File: src/rtl/imm_operand_encoder_pkg.sv
// Shared types and constants for the RV32I immediate operand encoder.
//   imm_type_e : immediate encoding type codes carried on in_type
//   enc_req_t  : one captured encode request (type, fields, immediate)
//   NOP_INSTR  : addi x0,x0,0, emitted for any unencodable request
//   imm_fits   : true when a 32-bit value is a sign extension of its low nbits
package imm_operand_encoder_pkg;

  localparam logic [31:0] NOP_INSTR = 32'h0000_0013;

  typedef enum logic [2:0] {
    RTYPE = 3'd0,
    ITYPE = 3'd1,
    STYPE = 3'd2,
    BTYPE = 3'd3,
    UTYPE = 3'd4,
    JTYPE = 3'd5
  } imm_type_e;

  // Type is kept as raw bits so unknown codes survive to the range check.
  typedef struct packed {
    logic [2:0]  itype;
    logic [6:0]  opcode;
    logic [4:0]  rd;
    logic [2:0]  funct3;
    logic [4:0]  rs1;
    logic [4:0]  rs2;
    logic [6:0]  funct7;
    logic [31:0] imm;
  } enc_req_t;

  // Every bit from nbits-1 upward must equal the sign bit.
  function automatic logic imm_fits(input logic [31:0] v, input int unsigned nbits);
    logic ok;
    ok = 1'b1;
    for (int unsigned i = 0; i < 32; i++) begin
      if ((i + 1 >= nbits) && (v[i] != v[31])) ok = 1'b0;
    end
    return ok;
  endfunction

endpackage

File: src/rtl/imm_scatter.sv
// Combinational packer: scatters the immediate and register/funct fields of one
// request into an RV32I instruction word and flags unrepresentable immediates.
//   req   : captured request
//   instr : packed instruction word, NOP_INSTR when err is set
//   err   : immediate out of range for its type, or unknown type
module imm_scatter
  import imm_operand_encoder_pkg::*;
(
  input  enc_req_t    req,
  output logic [31:0] instr,
  output logic        err
);

  logic [31:0] word;
  logic        legal;
  logic [31:0] imm;

  assign imm = req.imm;

  // Per-type packing; fields a type does not use never reach the word.
  always_comb begin
    word  = NOP_INSTR;
    legal = 1'b0;
    case (req.itype)
      3'(RTYPE): begin
        word  = {req.funct7, req.rs2, req.rs1, req.funct3, req.rd, req.opcode};
        legal = 1'b1;
      end
      3'(ITYPE): begin
        word  = {imm[11:0], req.rs1, req.funct3, req.rd, req.opcode};
        legal = imm_fits(imm, 12);
      end
      3'(STYPE): begin
        word  = {imm[11:5], req.rs2, req.rs1, req.funct3, imm[4:0], req.opcode};
        legal = imm_fits(imm, 12);
      end
      3'(BTYPE): begin
        word  = {imm[12], imm[10:5], req.rs2, req.rs1, req.funct3, imm[4:1], imm[11], req.opcode};
        legal = imm_fits(imm, 13) && !imm[0];
      end
      3'(UTYPE): begin
        word  = {imm[31:12], req.rd, req.opcode};
        legal = (imm[11:0] == 12'h000);
      end
      3'(JTYPE): begin
        word  = {imm[20], imm[10:1], imm[11], imm[19:12], req.rd, req.opcode};
        legal = imm_fits(imm, 21) && !imm[0];
      end
      default: begin
        word  = NOP_INSTR;
        legal = 1'b0;
      end
    endcase
  end

  assign instr = legal ? word : NOP_INSTR;
  assign err   = !legal;

endmodule

File: src/rtl/imm_operand_encoder.sv
// Two-stage valid/ready pipeline that encodes opcode/register/funct fields and a
// 32-bit immediate into one RV32I instruction word.
//   clk, rst          : clock, asynchronous active-high reset
//   in_valid/in_ready : request handshake (in_ready depends only on state and out_ready)
//   in_type..in_imm   : request fields
//   out_valid/out_ready, out_instr, out_err : encoded word handshake and payload
//   err_count         : saturating count of errored words accepted at the output
module imm_operand_encoder
  import imm_operand_encoder_pkg::*;
#(
  parameter int unsigned CNT_W = 16
) (
  input  logic             clk,
  input  logic             rst,
  input  logic             in_valid,
  output logic             in_ready,
  input  logic [2:0]       in_type,
  input  logic [6:0]       in_opcode,
  input  logic [4:0]       in_rd,
  input  logic [2:0]       in_funct3,
  input  logic [4:0]       in_rs1,
  input  logic [4:0]       in_rs2,
  input  logic [6:0]       in_funct7,
  input  logic [31:0]      in_imm,
  output logic             out_valid,
  input  logic             out_ready,
  output logic [31:0]      out_instr,
  output logic             out_err,
  output logic [CNT_W-1:0] err_count
);

  enc_req_t    s1_req;
  logic        s1_valid;
  logic        out_free;
  logic        s1_advance;
  logic [31:0] enc_instr;
  logic        enc_err;

  // A stage may load when the next one is empty or being drained this cycle.
  assign out_free   = !out_valid || out_ready;
  assign s1_advance = s1_valid && out_free;
  assign in_ready   = !s1_valid || s1_advance;

  imm_scatter u_scatter (
    .req   (s1_req),
    .instr (enc_instr),
    .err   (enc_err)
  );

  // Stage registers and error counter.
  always_ff @(posedge clk or posedge rst) begin
    if (rst) begin
      s1_valid  <= 1'b0;
      s1_req    <= '0;
      out_valid <= 1'b0;
      out_instr <= NOP_INSTR;
      out_err   <= 1'b0;
      err_count <= '0;
    end else begin
      if (in_ready) s1_valid <= in_valid;
      if (in_valid && in_ready) begin
        s1_req <= '{itype:  in_type,   opcode: in_opcode, rd:     in_rd,
                    funct3: in_funct3, rs1:    in_rs1,    rs2:    in_rs2,
                    funct7: in_funct7, imm:    in_imm};
      end
      if (out_free) out_valid <= s1_valid;
      if (s1_advance) begin
        out_instr <= enc_instr;
        out_err   <= enc_err;
      end
      if (out_valid && out_ready && out_err && (err_count != {CNT_W{1'b1}})) begin
        err_count <= err_count + CNT_W'(1);
      end
    end
  end

endmodule

File: config.mk
export PLATFORM = sky130hd
export DESIGN_NAME = imm_operand_encoder
export DESIGN_NICKNAME = d
export VERILOG_FILES = /design/src/rtl/imm_operand_encoder_pkg.sv /design/src/rtl/imm_scatter.sv /design/src/rtl/imm_operand_encoder.sv
export SDC_FILE = /design/constraint.sdc
export NUM_CORES = 1
export LEC_CHECK = 0
export BUFFER_PORTS_ARGS = -buffer_cell sky130_fd_sc_hd__buf_4
export CORE_UTILIZATION = 40
export DETAILED_ROUTE_END_ITERATION = 8
export PLACE_DENSITY_LB_ADDON = 0.3
export REMOVE_ABC_BUFFERS = 1
export SYNTH_ARGS = -nofsm -noshare
export SYNTH_HDL_FRONTEND = slang
export SYNTH_SLANG_ARGS = --single-unit
File: constraint.sdc
create_clock -name clk -period 5.15 [get_ports clk]
set_clock_uncertainty 0.05 [all_clocks]
set_input_delay 0 -clock clk [delete_from_list [all_inputs] [get_ports clk]]
set_output_delay 0 -clock clk [all_outputs]
set_load 0.05 [all_outputs]
==> report_table.html <==
<table>
<tr><th>Metric</th><th>Value</th></tr>
<tr><th colspan="2">Run status</th></tr>
<tr><td>Status</td><td>complete, no violations</td></tr>
<tr><th colspan="2">Yosys</th></tr>
<tr><td>Count of state elements after synthesis</td><td>118</td></tr>
<tr><td>Most common flop cell mapped by yosys</td><td>sky130_fd_sc_hd__dfrtp_1</td></tr>
<tr><td>Cell taking the most area after synthesis</td><td>sky130_fd_sc_hd__dfrtp_1</td></tr>
<tr><td>Synthesized netlist cell count</td><td>roughly 440</td></tr>
<tr><td>Leading cell types by total area after synthesis</td><td>sky130_fd_sc_hd__dfrtp_1 53%, sky130_fd_sc_hd__mux2_2 15%, sky130_fd_sc_hd__o21ai_2 4.7%, sky130_fd_sc_hd__a22oi_1 2.8%, sky130_fd_sc_hd__nand2_1 2.8%</td></tr>
<tr><td>Number of enable-type register cells in the synthesized netlist</td><td>0</td></tr>
<tr><td>Synthesized area per cell</td><td>12.33 um2</td></tr>
<tr><td>Cell area after synthesis</td><td>5389 um2</td></tr>
<tr><td>Number of synthesis warnings</td><td>0</td></tr>
<tr><td>Area share of the largest cell type after synthesis</td><td>0.5340</td></tr>
<tr><td>Proportion of synthesized chip area in sequential cells</td><td>0.5486</td></tr>
<tr><td>Number of distinct library cell variants in the gate-level netlist after synthesis</td><td>53</td></tr>
<tr><td>Share of flip-flops with an asynchronous set or reset after synthesis</td><td>1.000</td></tr>
<tr><th colspan="2">Placed design</th></tr>
<tr><td>Half-perimeter wire length of the detailed placement result</td><td>8781 um</td></tr>
<tr><td>Setup Slack @ Placement</td><td>1.798 ns</td></tr>
<tr><td>Final GP Congestion</td><td>0.7815</td></tr>
<tr><td>Total of buffers placed on input and output ports</td><td>121</td></tr>
<tr><th colspan="2">Routing</th></tr>
<tr><td>Initial DRC count</td><td>248</td></tr>
<tr><td>Detailed-route wire length</td><td>13190 um</td></tr>
<tr><td>Vias per std cell</td><td>5.065</td></tr>
<tr><td>Antenna-violating nets left</td><td>0</td></tr>
<tr><td>Met2 routed WL</td><td>roughly 6600 um</td></tr>
<tr><td>Detailed-route wire length per cell</td><td>16.17 um</td></tr>
<tr><td># DRC</td><td>0</td></tr>
<tr><td>Routed metal-1 wirelength</td><td>between 5000 and 6000 um</td></tr>
<tr><td>DR top layer</td><td>met4</td></tr>
<tr><td>Number of optimization iterations in the first detailed-route pass</td><td>4</td></tr>
<tr><td>Routed vias</td><td>4133</td></tr>
<tr><td>Met3 wirelength from detailed routing</td><td>499 um</td></tr>
<tr><th colspan="2">Floorplan</th></tr>
<tr><td>Number of top-level pins</td><td>122</td></tr>
<tr><td>Floorplan die height</td><td>118.1 um</td></tr>
<tr><td>DIE WIDTH</td><td>118.1 um</td></tr>
<tr><td>Initial Util</td><td>0.4086</td></tr>
<tr><td>Floorplan core area</td><td>13190 um2</td></tr>
<tr><td>Row count</td><td>42</td></tr>
<tr><td>Die area</td><td>13940 um2</td></tr>
<tr><th colspan="2">STA</th></tr>
<tr><td>Highest clock rate</td><td>around 0.30 GHz</td></tr>
<tr><td>Tightest slew margin relative to the limit</td><td>0.2359</td></tr>
<tr><td>Min Tclk post-route</td><td>approximately 3.3 ns</td></tr>
<tr><td>Setup repair after global routing missed its margin</td><td>false</td></tr>
<tr><td>Total count of max-transition violations in the final report</td><td>0</td></tr>
<tr><td>Number of setup violations in the final report</td><td>0</td></tr>
<tr><td>Crit path setup slack, layout</td><td>1.800 ns</td></tr>
<tr><td>Post-Route Setup TNS</td><td>0 ns</td></tr>
<tr><td>Final hold violations</td><td>0</td></tr>
<tr><td>Worst-margin pin slew</td><td>1.142 ns</td></tr>
<tr><td>Final period util</td><td>0.6504</td></tr>
<tr><th colspan="2">Worst setup path</th></tr>
<tr><td>Max Fanout on Critical Path</td><td>26</td></tr>
<tr><td>Required time reported for the critical path endpoint</td><td>between 5 and 6 ns</td></tr>
<tr><td>Arrival time of the worst setup path</td><td>around 3.7 ns</td></tr>
<tr><td>Worst Setup Start Kind</td><td>register</td></tr>
<tr><td>Largest stage delay on the critical path</td><td>0.96 ns</td></tr>
<tr><td>Cell class contributing the biggest share of worst-path delay</td><td>compound AO/OA/AOI/OAI gates</td></tr>
<tr><td>Crit. End Element</td><td>register</td></tr>
<tr><td>CP Launch Point</td><td>s1_req[65]</td></tr>
<tr><td>Origin of the critical flop-to-flop path</td><td>s1_req[65]</td></tr>
<tr><td>Count of buffer and inverter cells on the critical path</td><td>1</td></tr>
<tr><td>Worst path cell trace</td><td>nor2b_1 &gt; a21boi_1 &gt; o32a_1 &gt; a211oi_4 &gt; buf_4 &gt; o22a_2</td></tr>
<tr><td>Classification of the worst setup path</td><td>reg2reg</td></tr>
<tr><td>Slowest cell on the critical path</td><td>sky130_fd_sc_hd__a211oi_4</td></tr>
<tr><th colspan="2">Global routing</th></tr>
<tr><td>Initial antenna violation count</td><td>0</td></tr>
<tr><td>Total global-route track usage</td><td>0.1994</td></tr>
<tr><td>Via count of the first global-routing pass</td><td>4368</td></tr>
<tr><td>First-pass GRT wire length</td><td>21610 um</td></tr>
<tr><td>Largest net degree at the start of global routing</td><td>68</td></tr>
<tr><td>Grt total ovfl</td><td>0</td></tr>
<tr><th colspan="2">Clock network</th></tr>
<tr><td>Register clock-pin slew on the reported worst setup and hold paths</td><td>around 0.050 ns</td></tr>
<tr><td>Postcts setup bufs</td><td>0</td></tr>
<tr><td>Clock net sink count</td><td>118</td></tr>
<tr><td># resized after CTS</td><td>0</td></tr>
<tr><td>CTS tree</td><td>done</td></tr>
<tr><td>Clock tree buffer depth</td><td>2</td></tr>
<tr><td>Hold-fix buffers, CTS</td><td>71</td></tr>
<tr><td>Depth of the CTS H-tree</td><td>4</td></tr>
<tr><td>Number of CTS-inserted buffers</td><td>17</td></tr>
<tr><td>Root Buffer</td><td>sky130_fd_sc_hd__clkbuf_16</td></tr>
<tr><td>Later-pin clock latency in the skew report</td><td>0.41 ns</td></tr>
<tr><th colspan="2">Layout</th></tr>
<tr><td>Filler instances</td><td>1069</td></tr>
<tr><td>Antenna cells</td><td>0</td></tr>
<tr><td>Highest-count cells in the layout ignoring fill and taps</td><td>124 x sky130_fd_sc_hd__buf_4, 115 x sky130_fd_sc_hd__dfrtp_1, 71 x sky130_fd_sc_hd__mux2_2, 71 x sky130_fd_sc_hd__dlygate4sd3_1, 39 x sky130_fd_sc_hd__nand2_1</td></tr>
<tr><td>Most frequent standard cell in the layout excluding fill and tap cells</td><td>sky130_fd_sc_hd__buf_4</td></tr>
<tr><td>Post-layout net count</td><td>699</td></tr>
<tr><td>Layout Area Growth over Synthesis</td><td>44.14%</td></tr>
<tr><td>Share of layout cells above drive strength 1</td><td>0.4188</td></tr>
<tr><th colspan="2">Pwr</th></tr>
<tr><td>Maximum vdd drop</td><td>between 0.3 and 0.4 mV</td></tr>
<tr><td>Pwr dens</td><td>a little over 400 nW/um2</td></tr>
<tr><td>P_leak</td><td>3.429 nW</td></tr>
<tr><th colspan="2">Worst hold path</th></tr>
<tr><td>Hold crit path type</td><td>in2async</td></tr>
<tr><th colspan="2">Flow run</th></tr>
<tr><td>MaxCap Viol Count</td><td>0</td></tr>
</table>
==> power breakdown <==
part | total [W] | switching [W] | internal, W
clock network | 0.00128 | 0.000397 | 0.000880
registers | 0.00121 | 0.000153 | 0.00106
logic | 0.000686 | 0.000378 | 0.000308
==> per-stage QoR <==
step | hold WS (ns) | area (um2) | cells | power [W] | utilization
2_1_floorplan | 0.05837 | 5246 | 413 | 0.001636 | -
3_3_place_gp | 0.07828 | 6415 | 713 | 0.001842 | 0.4863
3_5_place_dp | 0.08777 | 6415 | 713 | 0.001865 | 0.4863
4_1_cts | 0.1976 | 7767 | 816 | 0.003198 | 0.5889
5_1_grt | 0.2723 | 7767 | 816 | 0.003301 | 0.5889
6_report | 0.2069 | 7767 | 816 | 0.003172 | 0.5889
==> cell usage after synthesis (2+ instances only) <==
master and instances:
sky130_fd_sc_hd__nand3_1 7, sky130_fd_sc_hd__o22a_2 3, sky130_fd_sc_hd__o22a_1 6, sky130_fd_sc_hd__xor2_1 5, sky130_fd_sc_hd__nand2b_1 3, sky130_fd_sc_hd__xnor2_1 11, sky130_fd_sc_hd__and3_1 4, sky130_fd_sc_hd__nand4b_1 2
sky130_fd_sc_hd__clkbuf_1 12, sky130_fd_sc_hd__or3_1 2, sky130_fd_sc_hd__buf_2 3, sky130_fd_sc_hd__mux2_2 71, sky130_fd_sc_hd__nor4_1 6, sky130_fd_sc_hd__a21oi_1 15, sky130_fd_sc_hd__a31oi_1 3, sky130_fd_sc_hd__nor2b_1 12
sky130_fd_sc_hd__and2_1 2, sky130_fd_sc_hd__dfrtp_1 115, sky130_fd_sc_hd__dfstp_2 3, sky130_fd_sc_hd__nand2_1 40, sky130_fd_sc_hd__buf_1 2, sky130_fd_sc_hd__o21ai_2 29, sky130_fd_sc_hd__nand4_1 10, sky130_fd_sc_hd__a22oi_1 20
sky130_fd_sc_hd__a2111oi_0 2, sky130_fd_sc_hd__inv_1 6, sky130_fd_sc_hd__buf_6 6, sky130_fd_sc_hd__nor3_1 3, sky130_fd_sc_hd__nor2_1 10
==> area by class of cell <==
cell class	instances	area [um2]	area share
sequential	118	2957	0.3806
inverter	7	28.78	0.003705
clock buffer	22	464.2	0.05976
clock inverter	10	177.7	0.02287
timing repair buffer	195	1642	0.2113
multi-input combinational	288	2278	0.2933
tap	176	220.2	0.02835
==> metal layers <==
layer  track usage  vias to the layer above
li1              -                     1979
met1        0.2498                     2044
met2        0.3313                      102
met3       0.05426                        8
met4       0.06811                        0
met5             0                        -
==> worst reg2reg max path, cell delays in order (launching register included) <==
cell	delay (ns)
sky130_fd_sc_hd__dfrtp_1	0.84
sky130_fd_sc_hd__nor2b_1	0.20
sky130_fd_sc_hd__a21boi_1	0.18
sky130_fd_sc_hd__o32a_1	0.38
sky130_fd_sc_hd__a211oi_4	0.96
sky130_fd_sc_hd__buf_4	0.46
sky130_fd_sc_hd__o22a_2	0.21
==> path summary, 6_finish.rpt <==
check                           slack (ns)       endpoint  depth (start not counted)
min in group clk                      0.31      s1_req[2]                          3
worst max register to register        1.80   out_instr[1]                          6
worst min register to register        0.43  out_instr[15]                          2
worst max-delay path                  1.80   out_instr[1]                          6
max in group asynchronous             3.55  err_count[13]                          4
worst min-delay path                  0.21     s1_req[54]                          3
==> registers in the layout, indices dropped and copies added (netlist names) <==
signal     flops
out_err        1
out_valid      1
s1_req        67
out_instr     32
s1_valid       1
err_count     16
==> logic make-up (layout without fill, tap and decap cells) <==
group | after synthesis | after routing | share of synthesized area
muxes | 71 | 71 | 0.1484
and+or+nand+nor | 112 | 112 | 0.1110
xor gates and xnor gates | 16 | 16 | 0.02600
AOI/OAI and AO/OA | 88 | 88 | 0.1323
DFF | 118 | 118 | 0.5486
adders and majority gates | 1 | 1 | 0.002321
buffers and inverters | 31 | 234 | 0.03134
(Power assumes the default switching activity.)
